==> src/rtl/counter_pkg.sv <==
// Shared constants for the free-running modulo counter.
// Holds the default count width used by counter.
package counter_pkg;

  localparam int COUNTER_WIDTH = 4;

endpackage

==> src/rtl/counter.sv <==
// Modulo (MAX_VALUE+1) up-counter with terminal-count flag; count updates on the same edge, tc is combinational.
// No flow control: counts every cycle unless held in synchronous reset.
module counter
  import counter_pkg::*;
#(
  parameter int              WIDTH     = COUNTER_WIDTH,
  parameter longint unsigned MAX_VALUE = (64'd1 << WIDTH) - 64'd1
) (
  input  logic             clk,
  input  logic             reset,
  output logic [WIDTH-1:0] count,
  output logic             tc
);

  localparam logic [WIDTH-1:0] MAX_CNT = MAX_VALUE[WIDTH-1:0];

  generate
    if (WIDTH < 1 || WIDTH > 32) begin : g_bad_width
      $error("counter: WIDTH must be in 1..32");
    end
    if (MAX_VALUE < 64'd1 || MAX_VALUE > ((64'd1 << WIDTH) - 64'd1)) begin : g_bad_max
      $error("counter: MAX_VALUE must be in 1..2**WIDTH-1");
    end
  endgenerate

  logic [WIDTH-1:0] count_next;

  // >= also recovers from any out-of-range value by loading 0.
  always_comb begin
    count_next = count + WIDTH'(1);
    if (count >= MAX_CNT) begin
      count_next = '0;
    end
  end

  always_ff @(posedge clk) begin
    if (reset) begin
      count <= '0;
    end else begin
      count <= count_next;
    end
  end

  assign tc = (count == MAX_CNT);

`ifndef SYNTHESIS
  logic rst_seen;

  always_ff @(posedge clk) begin
    if (reset) begin
      rst_seen <= 1'b1;
    end
  end

  a_range : assert property (@(posedge clk) (rst_seen && !reset) |-> (count <= MAX_CNT))
    else $error("counter: count above MAX_VALUE after reset");
  a_wrap : assert property (@(posedge clk) (rst_seen && !reset && count == MAX_CNT) |=> (count == '0))
    else $error("counter: no wrap after MAX_VALUE");
  a_reset : assert property (@(posedge clk) reset |=> (count == '0))
    else $error("counter: reset did not clear count");
`endif

endmodule

==> config.mk <==
export PLATFORM = sky130hd
export DESIGN_NAME = counter
export DESIGN_NICKNAME = d
export VERILOG_FILES = /design/src/rtl/counter_pkg.sv /design/src/rtl/counter.sv
export SDC_FILE = /design/constraint.sdc
export NUM_CORES = 1
export LEC_CHECK = 0
export CAP_MARGIN = 20
export CORE_AREA = 2 2 39 41
export CTS_CLUSTER_DIAMETER = 120
export DETAILED_ROUTE_END_ITERATION = 10
export DIE_AREA = 0 0 41 43
export GPL_TIMING_DRIVEN = 0
export PLACE_DENSITY = 0.3
export SYNTH_ARGS = -nofsm -noshare
export SYNTH_HDL_FRONTEND = slang
export SYNTH_SLANG_ARGS = --single-unit
==> constraint.sdc <==
create_clock -name clk -period 1.7 [get_ports clk]
set_input_delay 0.425 -clock clk [delete_from_list [all_inputs] [get_ports clk]]
set_output_delay 0.425 -clock clk [all_outputs]
set_load 0.01 [all_outputs]
==> reports/metrics.csv <==
stage;metric;value;unit
outcome;status;finished, final reports clean;
synthesis;area leader, netlist;dfxtp_1;
setup_path;kind of critical path;register to output pin;
global_routing;largest net degree at the start of global routing;6;
clock_network;CTS sink count;4;
timing;total negative setup slack;0;ns
hold_path;hold crit path type;register to register;
clock_network;CTS tree;yes;
detailed_routing;Routed WL;293;microns
clock_network;CTS Hold Bufs;0;
timing;minimum clock period after layout;1.63;ns
die;die boundary height;43;microns
synthesis;synth top area cells;dfxtp_1 (55%), ha_1 (8.5%), a311oi_1 (6.0%), xnor2_1 (6.0%), a21o_1 (5.1%);
timing;Slew HR;85.1;%
timing;final hold slack;0.450;ns
power_and_ir_drop;LEAKAGE;0.0964;nW
setup_path;crit-path max FO;5;
die;die width;41;microns
die;initial core utilization;10.6;%
synthesis;post-synthesis instance area;146;sq um
clock_network;Root Buffer;clkbuf_4;
cells_and_area;Largest register FFs;4;
synthesis;Ys Warns;0;
clock_network;Num CTS Buffers;3;
setup_path;Critical Path Source;count[0]$_SDFF_PP0_;
global_routing;GR Util All Layers;5.02;%
placed_design;port buffer count;6;
synthesis;count leader, synth;dfxtp_1;
synthesis;top-area cell type share of the netlist area;54.7;%
detailed_routing;Via Count;133;
timing;setup violators final;0;
setup_path;FF-to-FF path depth;3;
detailed_routing;Starting DRT DRC Count;0;
hold_path;HP Start;count[0]$_SDFF_PP0_;
hold_path;Hold Path Stages;1;
synthesis;synthesized flop and latch total;4;
power_and_ir_drop;VDD IR-drop max;209;uV
timing;Worst-Margin Slew;0.223;ns
detailed_routing;Vias/cell;3.50;
cells_and_area;nets;27;
cells_and_area;Fill cells;155;
power_and_ir_drop;PD cells;960;nW/um^2
detailed_routing;Detailed Routing Iterations Pass 1;1;
setup_path;r2r setup slk;0.66;ns
setup_path;Critical Path RT;1.27;ns
cells_and_area;n_diodes;0;
detailed_routing;post-route ant nets;0;
synthesis;Post-synth EDFFs;0;
die;Core ar.;1380;sq um
timing;clk_skew;0.000787;ns
global_routing;initial antenna violation count;0;
timing;fmax;0.613;GHz
clock_network;clk_lat worst skew;0.23;ns
global_routing;grt ovf;0;
cells_and_area;Largest regs;count x4;
clock_network;Clk pin slew, worst setup/hold paths;0.03;ns
setup_path;Critical R2R Launch;count[0]$_SDFF_PP0_;
synthesis;Distinct cells, synth;10;
setup_path;Worst setup SP type;register;
synthesis;synthesized instance count;13;
hold_path;WHS Endpoint;count[0]$_SDFF_PP0_;
die;IO Pins;7;
synthesis;prevailing post-synth register cell;dfxtp_1;
cells_and_area;final core occ;18.8;%
setup_path;CP arrival;1.21;ns
setup_path;Worst R2R End;count[3]$_SDFF_PP0_;
timing;Final period util;95.9;%
run;max_cap viols;0;
global_routing;first-pass GRT wire length;476;microns
placed_design;gp weighted congestion;0.592;
die;die area;1760;sq um
detailed_routing;Residual DRC;0;
setup_path;CP endpoint kind;output pin;
timing;setup repair after global routing missed its margin;no;
synthesis;register area share after synthesis;54.7;%
cells_and_area;share of layout cells above drive strength 1;36.4;%
clock_network;H-tree depth;1;
timing;Final Hold Vio Count;0;
synthesis;synthesized area per cell;11.3;sq um
cells_and_area;P&R area growth vs syn;77.8;%
timing;max-slew violation count;0;
cells_and_area;Biggest register;count;
detailed_routing;WL per Instance;7.71;microns
synthesis;syn nets;16;
synthesis;Async SR Flop Fraction;0;%
die;Site Rows;14;
global_routing;vias in the first global route;133;
clock_network;clock buffer depth;2;
## final cells by class
cell class | instances | area, sq um | share of cell area (%)
multi-input cells | 9 | 73.8 | 28.4
flip-flops and latches | 4 | 82.6 | 31.7
repair buffers | 6 | 61.3 | 23.6
clock buffers | 3 | 22.5 | 8.65
well taps | 16 | 20.0 | 7.69
## timing repair
item | in CTS | in global routing
resized for setup | 6 | 1
setup buffers | 0 | 0
gates cloned | 0 | 0
endpoints found under the setup margin | 1 | 1
## worst max path at each step
stage	end	slack, ns	cells after the start
floorplan	tc	0.41	2
finish	tc	0.07	3
global placement	tc	-0.12	3
CTS	tc	0.03	3
global route	tc	0.006	3
detailed placement	tc	-0.1	3
## critical path: stages, from the launching register on
cell and delay, ns:
dfxtp_2 0.35, ha_2 0.21, and3_4 0.20, clkdlybuf4s15_2 0.22
## layer usage
| layer | vias to the layer above | global-route usage [%] | part of all wire (%) |
|---|---|---|---|
| met4 | 0 | 10.0 | 0 |
| li1 | 70 | - | - |
| met1 | 61 | 3.54 | 37 |
| met2 | 2 | 5.63 | 59 |
| met5 | - | 0 | 0 |
| met3 | 0 | 3.14 | 3.4 |
## layout by cell type, fill, tap and decap left out
master	instances
a21o_1	1
clkdlybuf4s15_2	1
clkbuf_4	3
a311oi_1	1
and3_4	1
xnor2_1	1
dfxtp_2	2
a31oi_1	1
clkdlybuf4s50_1	5
nor2_1	1
ha_2	1
dfxtp_1	2
nor3_1	1
nor3b_1	1
## report_power, final
part           switching [W]  internal (W)  leakage, nW
combinational      0.0000106     0.0000193       0.0492
clock              0.0000327     0.0000785       0.0138
sequential        0.00000710      0.000102       0.0334
total              0.0000504      0.000200       0.0964
## per-stage QoR
step	setup WS [ns]	area (sq um)	instances	power, W
CTS	0.0278	255	38	0.000258
detailed placement	-0.0989	226	35	0.000138
global route	0.00587	260	38	0.000271
finish	0.0690	260	38	0.000250
floorplan	0.409	146	13	0.000121
global placement	-0.124	226	35	0.000139
## cells by family after synthesis
| kind of cell | Yosys count | share of synthesized area (%) |
|---|---|---|
| AO/OA/AOI/OAI | 3 | 15.4 |
| XOR/XNOR | 1 | 5.98 |
| adder cells (fa/ha/maj) | 1 | 8.55 |
| flip-flops | 4 | 54.7 |
| AND/OR/NAND/NOR | 4 | 15.4 |
(Power assumes the default switching activity.)
==> RTL change: new RTL, same flow settings <==
`COUNTER_WIDTH`: 4 -> 3.
--- a/src/rtl/counter_pkg.sv
+++ b/src/rtl/counter_pkg.sv
@@ -4,3 +4,3 @@
 
-  localparam int COUNTER_WIDTH = 4;
+  localparam int COUNTER_WIDTH = 3;
 
Ports: changed (resized count); port bits go from 7 to 6. The function was not compared with the original's and may differ.
==> RTL change against the original RTL <==
  * Setup slack gained 0.053 ns
  * Critical path depth fell by 2
  * Count of clock-buffer cells in the layout rose by 1
  * Wire length decreased by 7.5%
  * Sequential cell count shrank 1
  * Non-clock buffer count fell by 1
  * Total power fell by 7.5%
  * Final area shrank 21%
  * Area after synthesis decreased by 22%
  * Highest routed layer unchanged
==> RTL change: results (changes against the original RTL) <==
- The flow ran to the end, and the final reports show no timing, DRC or antenna violations.
- The delay of the slowest cell on the worst path is 0.56 ns (+0.21 ns).
- The cell family contributing the most delay on the critical path is buffers and inverters.
- The number of cells on the worst reg-to-reg path is 4 (+1).
- The number of global-route vias before repair is 92 (-31%).
- After synthesis, the cell types taking the most area are dfxtp_1, ha_1, and3_1, nor2_2, nand3_1.
- The number of violations reported at the end of detailed-routing iteration 0 is 1 (+1).
- The capture point of the worst reg-to-reg path is count[2].
- The transition time at the pin with the least slew margin is 0.154 ns (-0.0686 ns).
- The complex-gate fraction of the synthesized area is 0% (-15 points).
- The final critical delay including setup and external delays is 1.58 ns (-0.0529 ns).
- The via count came to 103 (-23%).
- The total routing resource utilization after global routing came to 3.70% (-1.3 points).
- The largest registers in the layout are count: 3 flops.
- The largest net degree at the start of global routing is 5 (-1).
- The fraction of the yosys area taken by sequential cells is 52.7% (-2.0 points).
- The arrival time at the worst endpoint was 1.15 ns (-0.06 ns).
- The distinct cell type count of the synthesized netlist is 6 (-4).
- The final weighted congestion in routability-driven placement was 0.548 (-7.5%).
- The share of the synthesized netlist area taken by xor and xnor gates is 0% (-6.0 points).
- The number of nets in the final layout was 24 (-11%).
- The synthesized net count came to 14 (-2).
- The highest net fanout along the worst path came to 4 (-1).
- The number of iterations in the first detailed-routing pass came to 2 (+1).
- The worst setup slack after placement came to -0.00358 ns (+0.0954 ns).
-- RTL change: cell types whose count changed after synthesis, sizes merged --
| cell | delta |
|---|---|
| xnor2 | -1 |
| nor3b | -1 |
| and3 | +1 |
| a311oi | -1 |
| dfxtp | -1 |
| ha | +1 |
| a31oi | -1 |
| nand3 | +1 |
| a21o | -1 |
-- RTL change: worst min-delay path by stage --
stage,to,start,cells past startpoint
after floorplan,count[0],reset,1
after global placement,count[0],count[0],1
after detailed placement,count[0],count[0],1
after CTS,count[0],count[0],1
after global routing,count[0],count[0],1
final,count[0],count[0],1
-- RTL change: report_power, final --
| part | total [W] | internal [W] | switching [W] |
|---|---|---|---|
| sequential | 0.0000822 | 0.0000771 | 0.00000511 |
| combinational | 0.0000268 | 0.0000167 | 0.0000101 |
| clock | 0.000122 | 0.0000878 | 0.0000342 |
-- RTL change: cell type report --
type / instances / area [um2]
timing repair buffer: 5 / 45.0
fill: 153 / 1180
tap: 16 / 20.0
multi-input combinational: 7 / 53.8
sequential: 3 / 60.1
clock buffer: 4 / 26.3
-- RTL change: timing repair --
action                                  CTS  global route
gates resized for setup                   2             1
hold endpoints to repair                  0             0
endpoints found under the setup margin    1             1
-- RTL change: metrics by stage --
step                hold WS, ns  instances  cell area, um2
global route              0.529         35             205
detailed placement        0.495         31             184
finish                    0.493         35             205
CTS                       0.500         35             210
global placement          0.493         31             184
floorplan                 0.496         10             114
-- RTL change: per-layer routing --
metal / vias to the layer above / global-route usage, % / share of wire [%]
met4: 0 / 8.00 / 0
met2: 6 / 2.81 / 36
li1: 55 / - / -
met1: 42 / 3.82 / 48
met3: 0 / 2.09 / 17
met5: - / 0 / 0
